[config.mk]
export PLATFORM = sky130hd
export DESIGN_NAME = lepton_vospi_ctrl_flat
export DESIGN_NICKNAME = d
export VERILOG_FILES = /design/src/rtl/lepton_pkg.sv /design/src/rtl/lepton_vospi_ctrl_if.sv /design/src/rtl/lepton_resync_timer.sv /design/src/rtl/lepton_vospi_ctrl.sv /design/src/flat_wrapper.sv
export SDC_FILE = /design/constraint.sdc
export NUM_CORES = 1
export LEC_CHECK = 0
export CAP_MARGIN = 15
export CELL_PAD_IN_SITES_DETAIL_PLACEMENT = 0
export CELL_PAD_IN_SITES_GLOBAL_PLACEMENT = 1
export CORE_ASPECT_RATIO = 0.7
export CORE_MARGIN = 5
export CORE_UTILIZATION = 47
export DETAILED_ROUTE_END_ITERATION = 12
export PLACE_DENSITY = 0.81
export SKIP_LAST_GASP = 1
export SYNTH_ARGS = -nofsm -noshare
export SYNTH_HDL_FRONTEND = slang
export SYNTH_SLANG_ARGS = --single-unit
[constraint.sdc]
create_clock -name clk -period 3.8 [get_ports clk]
set_clock_uncertainty 0.2 [all_clocks]
set_input_delay 0.76 -clock clk [delete_from_list [all_inputs] [get_ports clk]]
set_output_delay 0.76 -clock clk [all_outputs]
set_load 0.02 [all_outputs]
[src/rtl/lepton_pkg.sv]
// Shared constants and state type for the Lepton VoSPI capture controller.
package lepton_pkg;

  localparam int unsigned HDR_BYTES     = 4;
  localparam int unsigned PAYLOAD_BYTES = 160;
  localparam int unsigned PACKET_BYTES  = HDR_BYTES + PAYLOAD_BYTES;

  localparam int unsigned BYTE_W = 8;
  localparam int unsigned PIX_W  = 16;
  localparam int unsigned LINE_W = 6;
  localparam int unsigned ERR_W  = 8;
  localparam int unsigned ID_W   = 12;

  localparam logic [3:0] DISCARD_NIBBLE = 4'hF;

  typedef enum logic [2:0] {
    ST_IDLE,
    ST_RESYNC,
    ST_HDR,
    ST_PAYLOAD,
    ST_SKIP
  } vospi_state_t;

  // Saturating increment for the 8-bit resync event counter.
  function automatic logic [ERR_W-1:0] sat_inc(input logic [ERR_W-1:0] v);
    return (v == {ERR_W{1'b1}}) ? v : v + ERR_W'(1);
  endfunction

endpackage

[src/rtl/lepton_vospi_ctrl_if.sv]
// Byte stream in from spi_master, control/status and pixel stream out to the sink.
interface lepton_vospi_ctrl_if;
  import lepton_pkg::*;

  logic              start;
  logic              spi_en;
  logic [BYTE_W-1:0] rx_byte;
  logic              rx_valid;
  logic [PIX_W-1:0]  pix_data;
  logic              pix_valid;
  logic [LINE_W-1:0] pix_line;
  logic              pix_sof;
  logic              pix_eol;
  logic              frame_done;
  logic              resync;
  logic [ERR_W-1:0]  err_count;

  modport master (
    input  start, rx_byte, rx_valid,
    output spi_en, pix_data, pix_valid, pix_line, pix_sof, pix_eol,
           frame_done, resync, err_count
  );

  modport slave (
    output start, rx_byte, rx_valid,
    input  spi_en, pix_data, pix_valid, pix_line, pix_sof, pix_eol,
           frame_done, resync, err_count
  );

endinterface

[src/rtl/lepton_resync_timer.sv]
// Counts the SPI-idle window that lets the sensor drop its VoSPI sync; expiry reopens spi_en.
module lepton_resync_timer #(
  parameter int unsigned RESYNC_CYCLES = 5550000
) (
  input  logic clk,
  input  logic rst,
  input  logic run,
  output logic expire_c
);

  localparam int unsigned CNT_W = (RESYNC_CYCLES > 1) ? $clog2(RESYNC_CYCLES) : 1;

  logic [CNT_W-1:0] cnt;

  assign expire_c = run && (cnt == CNT_W'(RESYNC_CYCLES - 1));

  // Held at zero while not running so every window starts from a full load.
  always_ff @(posedge clk) begin
    if (rst || !run) begin
      cnt <= '0;
    end else if (!expire_c) begin
      cnt <= cnt + CNT_W'(1);
    end
  end

endmodule

[src/rtl/lepton_vospi_ctrl.sv]
// VoSPI capture sequencer: gates spi_en, parses 164-byte packets, emits pixels, resyncs on loss of sync.
module lepton_vospi_ctrl
  import lepton_pkg::*;
#(
  parameter int unsigned LINES         = 60,
  parameter int unsigned PIX_PER_LINE  = 80,
  parameter int unsigned RESYNC_CYCLES = 5550000,
  parameter int unsigned MAX_DISCARDS  = 2000
) (
  input logic                 clk,
  input logic                 rst,
  lepton_vospi_ctrl_if.master bus
);

  localparam int unsigned DISC_W        = $clog2(MAX_DISCARDS + 1);
  localparam int unsigned LAST_HDR      = HDR_BYTES - 1;
  localparam int unsigned LAST_BYTE     = PACKET_BYTES - 1;
  localparam int unsigned FIRST_PIX     = HDR_BYTES + 1;
  localparam int unsigned LAST_PIX_BYTE = HDR_BYTES + 2 * PIX_PER_LINE - 1;

  vospi_state_t      state, state_d;
  logic [BYTE_W-1:0] byte_cnt, byte_cnt_d;
  logic [3:0]        id_nib, id_nib_d;
  logic [BYTE_W-1:0] id_lo, id_lo_d;
  logic [BYTE_W-1:0] pix_hi, pix_hi_d;
  logic [LINE_W-1:0] expect_line, expect_line_d;
  logic [DISC_W-1:0] discard_cnt, discard_cnt_d;
  logic              done_arm, done_arm_d;

  logic              spi_en_d, pix_valid_d, pix_sof_d, pix_eol_d, frame_done_d, resync_d;
  logic [PIX_W-1:0]  pix_data_d;
  logic [LINE_W-1:0] pix_line_d;
  logic [ERR_W-1:0]  err_count_d;

  logic              timer_run_c, timer_expire_c, enter_resync_c, last_byte_c;
  logic [ID_W-1:0]   line_c;

  assign timer_run_c = (state == ST_RESYNC);
  assign line_c      = {id_nib, id_lo};
  assign last_byte_c = (byte_cnt == BYTE_W'(LAST_BYTE));

  lepton_resync_timer #(
    .RESYNC_CYCLES(RESYNC_CYCLES)
  ) u_timer (
    .clk      (clk),
    .rst      (rst),
    .run      (timer_run_c),
    .expire_c (timer_expire_c)
  );

  // Next-state, datapath and registered-output decode.
  always_comb begin
    state_d        = state;
    byte_cnt_d     = byte_cnt;
    id_nib_d       = id_nib;
    id_lo_d        = id_lo;
    pix_hi_d       = pix_hi;
    expect_line_d  = expect_line;
    discard_cnt_d  = discard_cnt;
    done_arm_d     = 1'b0;
    enter_resync_c = 1'b0;
    pix_valid_d    = 1'b0;
    pix_sof_d      = 1'b0;
    pix_eol_d      = 1'b0;
    pix_data_d     = bus.pix_data;
    pix_line_d     = bus.pix_line;
    frame_done_d   = done_arm;
    err_count_d    = bus.err_count;

    case (state)
      ST_IDLE: begin
        if (bus.start) state_d = ST_RESYNC;
      end

      ST_RESYNC: begin
        byte_cnt_d = '0;
        if (timer_expire_c) begin
          state_d       = ST_HDR;
          expect_line_d = '0;
          discard_cnt_d = '0;
        end
      end

      ST_HDR: begin
        if (bus.rx_valid) begin
          byte_cnt_d = byte_cnt + BYTE_W'(1);
          if (byte_cnt == BYTE_W'(0)) id_nib_d = bus.rx_byte[3:0];
          if (byte_cnt == BYTE_W'(1)) id_lo_d = bus.rx_byte;
          if (byte_cnt == BYTE_W'(LAST_HDR)) begin
            if (id_nib == DISCARD_NIBBLE) begin
              state_d       = ST_SKIP;
              discard_cnt_d = discard_cnt + DISC_W'(1);
            end else if (line_c >= ID_W'(LINES)) begin
              enter_resync_c = 1'b1;
            end else if (line_c == ID_W'(expect_line)) begin
              state_d       = ST_PAYLOAD;
              discard_cnt_d = '0;
            end else if (expect_line == '0) begin
              state_d       = ST_SKIP;
              discard_cnt_d = discard_cnt + DISC_W'(1);
            end else begin
              enter_resync_c = 1'b1;
            end
          end
        end
      end

      ST_PAYLOAD: begin
        if (bus.rx_valid) begin
          byte_cnt_d = last_byte_c ? '0 : byte_cnt + BYTE_W'(1);
          // Payload starts at an even byte index, so odd counter values close a pixel.
          if (!byte_cnt[0]) begin
            pix_hi_d = bus.rx_byte;
          end else begin
            pix_valid_d = 1'b1;
            pix_data_d  = {pix_hi, bus.rx_byte};
            pix_line_d  = expect_line;
            pix_sof_d   = (expect_line == '0) && (byte_cnt == BYTE_W'(FIRST_PIX));
            pix_eol_d   = (byte_cnt == BYTE_W'(LAST_PIX_BYTE));
          end
          if (last_byte_c) begin
            state_d = ST_HDR;
            if (expect_line == LINE_W'(LINES - 1)) begin
              expect_line_d = '0;
              done_arm_d    = 1'b1;
            end else begin
              expect_line_d = expect_line + LINE_W'(1);
            end
          end
        end
      end

      ST_SKIP: begin
        if (bus.rx_valid) begin
          byte_cnt_d = last_byte_c ? '0 : byte_cnt + BYTE_W'(1);
          if (last_byte_c) begin
            if (discard_cnt >= DISC_W'(MAX_DISCARDS)) enter_resync_c = 1'b1;
            else state_d = ST_HDR;
          end
        end
      end

      default: state_d = ST_IDLE;
    endcase

    if (enter_resync_c) begin
      state_d     = ST_RESYNC;
      err_count_d = sat_inc(bus.err_count);
    end

    // Dropping start abandons everything in flight.
    if (!bus.start) begin
      state_d      = ST_IDLE;
      pix_valid_d  = 1'b0;
      pix_sof_d    = 1'b0;
      pix_eol_d    = 1'b0;
      done_arm_d   = 1'b0;
      frame_done_d = 1'b0;
      err_count_d  = bus.err_count;
    end

    spi_en_d = (state_d == ST_HDR) || (state_d == ST_PAYLOAD) || (state_d == ST_SKIP);
    resync_d = (state_d == ST_RESYNC);
  end

  // State, datapath and output registers.
  always_ff @(posedge clk) begin
    if (rst) begin
      state          <= ST_IDLE;
      byte_cnt       <= '0;
      id_nib         <= '0;
      id_lo          <= '0;
      pix_hi         <= '0;
      expect_line    <= '0;
      discard_cnt    <= '0;
      done_arm       <= 1'b0;
      bus.spi_en     <= 1'b0;
      bus.pix_data   <= '0;
      bus.pix_valid  <= 1'b0;
      bus.pix_line   <= '0;
      bus.pix_sof    <= 1'b0;
      bus.pix_eol    <= 1'b0;
      bus.frame_done <= 1'b0;
      bus.resync     <= 1'b0;
      bus.err_count  <= '0;
    end else begin
      state          <= state_d;
      byte_cnt       <= byte_cnt_d;
      id_nib         <= id_nib_d;
      id_lo          <= id_lo_d;
      pix_hi         <= pix_hi_d;
      expect_line    <= expect_line_d;
      discard_cnt    <= discard_cnt_d;
      done_arm       <= done_arm_d;
      bus.spi_en     <= spi_en_d;
      bus.pix_data   <= pix_data_d;
      bus.pix_valid  <= pix_valid_d;
      bus.pix_line   <= pix_line_d;
      bus.pix_sof    <= pix_sof_d;
      bus.pix_eol    <= pix_eol_d;
      bus.frame_done <= frame_done_d;
      bus.resync     <= resync_d;
      bus.err_count  <= err_count_d;
    end
  end

endmodule
[src/flat_wrapper.sv]
// flat-port wrapper written by rule: the top's interface ports become plain ports
module lepton_vospi_ctrl_flat import lepton_pkg::*;
#(
  parameter int unsigned LINES         = 60,
  parameter int unsigned PIX_PER_LINE  = 80,
  parameter int unsigned RESYNC_CYCLES = 5550000,
  parameter int unsigned MAX_DISCARDS  = 2000
)
  (clk, rst, bus_start, bus_rx_byte, bus_rx_valid, bus_spi_en, bus_pix_data, bus_pix_valid, bus_pix_line, bus_pix_sof, bus_pix_eol, bus_frame_done, bus_resync, bus_err_count);
  lepton_vospi_ctrl_if bus_i ();
  input logic clk;
  input logic rst;
  input wire logic [$bits(bus_i.start)-1:0] bus_start;
  input wire logic [$bits(bus_i.rx_byte)-1:0] bus_rx_byte;
  input wire logic [$bits(bus_i.rx_valid)-1:0] bus_rx_valid;
  output wire logic [$bits(bus_i.spi_en)-1:0] bus_spi_en;
  output wire logic [$bits(bus_i.pix_data)-1:0] bus_pix_data;
  output wire logic [$bits(bus_i.pix_valid)-1:0] bus_pix_valid;
  output wire logic [$bits(bus_i.pix_line)-1:0] bus_pix_line;
  output wire logic [$bits(bus_i.pix_sof)-1:0] bus_pix_sof;
  output wire logic [$bits(bus_i.pix_eol)-1:0] bus_pix_eol;
  output wire logic [$bits(bus_i.frame_done)-1:0] bus_frame_done;
  output wire logic [$bits(bus_i.resync)-1:0] bus_resync;
  output wire logic [$bits(bus_i.err_count)-1:0] bus_err_count;
  assign bus_i.start = bus_start;
  assign bus_i.rx_byte = bus_rx_byte;
  assign bus_i.rx_valid = bus_rx_valid;
  assign bus_spi_en = bus_i.spi_en;
  assign bus_pix_data = bus_i.pix_data;
  assign bus_pix_valid = bus_i.pix_valid;
  assign bus_pix_line = bus_i.pix_line;
  assign bus_pix_sof = bus_i.pix_sof;
  assign bus_pix_eol = bus_i.pix_eol;
  assign bus_frame_done = bus_i.frame_done;
  assign bus_resync = bus_i.resync;
  assign bus_err_count = bus_i.err_count;
  lepton_vospi_ctrl #(.LINES(LINES), .PIX_PER_LINE(PIX_PER_LINE), .RESYNC_CYCLES(RESYNC_CYCLES), .MAX_DISCARDS(MAX_DISCARDS)) u_core (.clk(clk), .rst(rst), .bus(bus_i));
endmodule
[Word-level counts from Yosys, hierarchy flattened]
Index checks and enable logic that the tools add are counted.
Widths: inputs -> output; s select.
Operators by class
  add/sub/neg operators: 5
  $lt $le $gt $ge: 2
  equal/unequal tests: 25
  muxes and demuxes: 44
  bitwise operators: 6
  reductions and logical operators: 25
Operators by type and width (count)
  $mux 11: 7
  $mux 3: 14
  $mux 6: 4
  $mux 8: 3
  $pmux 8 s3: 1
  $add 23x1->23 const B: 1
  $eq 23x23->1 const B: 1
  $pmux 11 s2: 1
  $reduce_and 3->1: 6
  $add 8x1->8 const B: 2
  $eq 8x8->1 const B: 2
  $pmux 3 s5: 1
  $eq 12x6->1: 1
  $eq 3x2->1 const B: 4
  $ge 12x6->1 const B: 1
  $pmux 6 s2: 1
  $add 11x1->11 const B: 1
  $ge 11x11->1 const B: 1
  $mux 1: 11
  $reduce_or 5->1: 2
  $eq 8x1->1 const B: 1
  $eq 8x2->1 const B: 1
  $eq 8x3->1 const B: 1
  $logic_not 8->1: 1
  other kinds (22): 38
Storage, ports and cells
  register bits after elaboration: 108
  input bits: 12
  output and inout bits: 36
  word-level logic and storage cells: 125

[Depth between registers and ports, before layout]
  depth in word-level cells: 13
  mapped depth: 8
  mapped depth without buffers: 8

[Modules after synthesis]
A second synthesis with hierarchy kept.
Second synthesis, totals
  cells, all modules: 602
  area total of the unflattened synthesis: 5062.4 um2
Modules (own cells, without submodules)
  lepton_vospi_ctrl: instances 1, cells an instance 483, area an instance 3936.3 um2, sequential area each 1701.6 um2
  lepton_resync_timer: instances 1, cells an instance 119, area an instance 1126.1 um2, sequential area each 460.4 um2

[Worst setup path before layout]
No wires, ideal clock.
  path kind: input to register
  from: input port bus_rx_valid
  to: register u_core.id_lo[0]
  library setup time: 0.128 ns
  arrival: 2.250 ns
  data required time: 3.472 ns
  slack: 1.222 ns
  stages on the path: 8
  buffers on the path: 2
  cell sequence: clkbuf_2 -> nor2b_1 -> clkbuf_1 -> nand3_1 -> nor3_1 -> nand2_2 -> mux2i_1 -> nor2_1
On the way
  word-level cells in the longest chain between the ends: 1
Ends and longest elaborated chain
  from (decl): line flat_wrapper.sv:15  | input wire logic [$bits(bus_i.rx_valid)-1:0] bus_rx_valid;
  $reduce_and 3->1 (no line)
  to (signal assigned): line lepton_vospi_ctrl.sv:190  | id_lo <= id_lo_d;
  to (decl): line lepton_vospi_ctrl.sv:24  | logic [BYTE_W-1:0] id_lo, id_lo_d;
No other way between the ends.
A chain may end at the register's enable or synchronous reset.

[Worst setup path after layout]
  from: register u_core.byte_cnt[0]
  to: register u_core.bus.err_count[7] (netlist name)
On the way
  word-level cells in the longest chain between the ends: 5
  elaborated cells between the ends (all ways): 8
  those cells by class: eq/ne (2); mux (5); reduce/logical (1)
Ends and longest elaborated chain
  from (decl): line lepton_vospi_ctrl.sv:22  | logic [BYTE_W-1:0] byte_cnt, byte_cnt_d;
  from (signal assigned): line lepton_vospi_ctrl.sv:188  | byte_cnt <= byte_cnt_d;
  $eq 8x8->1 or $eq 8x2->1 (tied branches): line lepton_vospi_ctrl.sv:40, lepton_vospi_ctrl.sv:89
  $mux 1 (on tied branches): line lepton_vospi_ctrl.sv:136, lepton_vospi_ctrl.sv:89
  $mux 1 (on tied branches): line lepton_vospi_ctrl.sv:134, lepton_vospi_ctrl.sv:85
  $pmux 1 s2 *: line lepton_vospi_ctrl.sv:70  | case (state)
  $reduce_and 3->1 (no line) *
  to (signal assigned): line lepton_vospi_ctrl.sv:203  | bus.err_count <= err_count_d;
  to (decl): line lepton_vospi_ctrl_if.sv:21  | frame_done, resync, err_count
Every way passes the cells marked *; elsewhere a longest branch is shown, timed or not.

==> qor.txt <==
number of instances in the synthesized netlist - 601
final standard cell count with taps included and fillers excluded - 796
number of flip-flops and latches in the synthesized netlist - 108
CTS Hold Bufs - 0
headroom to the max-slew limit - 40.4%
kind of critical path - register to register
CP Launch Point - u_core.byte_cnt[0]$_SDFFE_PP0P_
combinational family with the most area after synthesis - simple AND/OR/NAND/NOR gates
DR DRC count - 0
filler cell count in the final layout - 986
width of the chip - 135 um
net count after synthesis - 622
largest net degree at the start of global routing - 64
required time of the worst setup path - 3.83 ns
via count of the first global-routing pass - 4,089
beginning of the worst register-to-register path - u_core.byte_cnt[0]$_SDFFE_PP0P_
H-tree Lvls - 3
Global Route Usage Sum - 19.6%
Critical Path Fanout Max - 10
leakage power figure - 2.15 nW
Clock Path Buffers - 2
CTS clock-pin slew for the worst setup and hold paths - 0.07 ns
ys async rst share - 0%
worst hold slack across all endpoints - 0.253 ns
transition time at the pin with the least slew margin - 0.892 ns
area share of xor/xnor cells in the synthesized design - 6.99%
final setup TNS - 0 ns
clock latency at the later pin of the worst-skew pair - 0.34 ns
RSZ-0062 raised after global routing - no
simple logic cell fraction of the synthesized area - 28.2%
crit path buf inv count - 0
type of the tightest min-delay check - register to register
post-CTS repair timing setup buffer count - 0
final max-slew violation count - 0
WL final - 12,300 um
startpoint of the tightest hold check path - u_core.bus.pix_data[7]$_SDFFE_PP0P_
worst endpoint data arrival time - 2.87 ns
netlist area before placement - 5140 sq um
core area - 10,900 sq um
Synth Area in Compound Gates - 12.6%
clock period minus worst slack - 2.84 ns
most numerous cell in the Yosys netlist - dfxtp_1
critical-path cell with the highest stage delay - dfxtp_1
fraction of layout cells with a size suffix above 1 - 7.31%
clock tree from TritonCTS - built
result of the run - completed
DP Worst Slack - 0.689 ns
share of the cycle needed by the critical path after routing - 74.7%
placed wire-length estimate after detailed placement - 8910 um
number of gates resized after cts - 0
total power - 2.11 mW
Crit path max-delay family - simple AND/OR/NAND/NOR gates
average via count per standard cell - 5.35
drt wl/cell - 15.5 um
cell chosen for the clock root - clkbuf_16
antenna fix cells - 0
Startpoint Class - register
last weighted congestion value of the routability-driven placer - 0.919
number of violations of the max-capacitance limit - 0
Mapped Avg Cell Area - 8.55 sq um
initial core utilization - 47.4%
number of buffers added by the clock tree synthesis step - 9
final net count - 659
library cell with the largest summed area after synthesis - dfxtp_1
FMAX - 352 MHz
proportion of synthesized chip area in sequential cells - 42.1%
fraction of synthesized cell area taken by the top area cell type - 42.1%
Remaining Overflow, GRT - 0
die outline area - 13,200 sq um
height of the die - 97.5 um
1st-pass router iterations - 5
dominant register cell in the synthesized netlist - dfxtp_1
top post-synthesis cells by count - 108 x dfxtp_1, 80 x nand2_1, 74 x nor2_1
via count - 4,258
number of failing hold endpoints at the final stage - 0
adder and majority gate portion of the synthesized area - 2.19%
number of ports placed on the die boundary - 48
slowest cell delay on critical path - 0.55 ns
std cell rows - 32
number of antenna violations at the first check in global routing - 0
number of clock sinks - 108
worst vdd rail ir drop - 219 uV
post-layout worst setup margin - 0.961 ns
Yosys warning total - 0
number of cells after detailed placement - 780
CP endpoint kind - register
synth top area cells - dfxtp_1 42%, nand2_1 5.8%, nor2_1 5.4%
EDFF count, synth - 0
setup-violating endpoint count in the final report - 0
pwr dens - 352 nW/um^2
Netlist cell types - 70
IO buf count - 47
number of nets with antenna violations after detailed routing - 0
DRC marker count from the first detailed-route iteration - 306
list of cells traversed by the critical path - ha_1, or3b_4, nor2_2, a31o_2, o2111ai_2, or3_1, mux2_4
global-route wire length before repair - 21,200 um
mux share of post-synthesis cell area - 4.21%
Area growth syn-to-layout - 16.7%
## sequential cells by signal (all words and copies together) (netlist names), 6 cells and up
signal / count
u_core.pix_hi: 8
u_core.u_timer.cnt: 23
u_core.id_lo: 8
u_core.byte_cnt: 8
u_core.bus.err_count: 8
u_core.discard_cnt: 11
u_core.bus.pix_data: 16
u_core.bus.pix_line: 6
u_core.expect_line: 6
## worst register-to-register path, stage by stage, from the launching register on
cell and delay [ns]:
dfxtp_1 0.55, ha_1 0.30, or3b_4 0.41, nor2_2 0.13
a31o_2 0.20, o2111ai_2 0.21, or3_1 0.43, mux2_4 0.30
## stage by stage
stage / cell area (sq um) / utilization (%)
after global routing: 6000 / 55.3
final: 6000 / 55.3
after global placement: 5710 / 52.6
after floorplan: 5140 / -
after detailed placement: 5710 / 52.6
after CTS: 6000 / 55.3
## final timing paths
kind                            slack (ns)  cells past startpoint                                    to
worst max-delay path                  0.96                      7  u_core.bus.err_count[7]$_SDFFE_PP0P_
worst min-delay path                  0.25                      2   u_core.bus.pix_data[7]$_SDFFE_PP0P_
worst max register to register        0.96                      7  u_core.bus.err_count[7]$_SDFFE_PP0P_
worst min register to register        0.25                      2   u_core.bus.pix_data[7]$_SDFFE_PP0P_
## routing by layer
| metal | GRT usage, % | vias to the layer above | part of all wire [%] |
|---|---|---|---|
| li1 | - | 2163 | - |
| met1 | 29.7 | 1996 | 53 |
| met2 | 28.5 | 88 | 42 |
| met3 | 4.04 | 11 | 4.0 |
| met4 | 4.49 | 0 | 0.97 |
| met5 | 0 | - | 0 |
## cells in the final DEF, fill, tap and decap left out, drive strengths merged, types with 15 or more instances in the layout
master	netlist	final
dfxtp	108	108
nand2	81	81
nor2	75	75
clkdlybuf4s50	0	46
a21oi	45	45
nand3	26	26
xor2	26	26
nand4	20	20
and3	19	19
mux2i	19	19
inv	17	17
xnor2	15	15
o21ai	15	15
## final cells by class
cell class,count,area [sq um],area share [%]
Multi-Input combinational cell,450,2790,46.4
Sequential cell,108,2160,36.0
Timing Repair Buffer,52,503,8.38
Clock buffer,12,246,4.11
Tap cell,153,191,3.19
Inverter,17,63.8,1.06
Clock inverter,4,48.8,0.813
## cells by family (layout without fill, tap and decap cells)
| logic type | after synthesis | after routing |
|---|---|---|
| and+or+nand+nor | 283 | 283 |
| DFF | 108 | 108 |
| AOI/OAI and AO/OA | 96 | 96 |
| buffers and inverters | 43 | 85 |
| xor gates and xnor gates | 41 | 41 |
| muxes | 21 | 21 |
| adders and majority gates | 9 | 9 |
## report_power, final
part | switching (mW) | internal (mW)
sequential | 0.00250 | 1.13
clock | 0.397 | 0.529
combinational | 0.0342 | 0.0181
total | 0.434 | 1.68
Note: power is estimated with default switching activity, not from simulation.
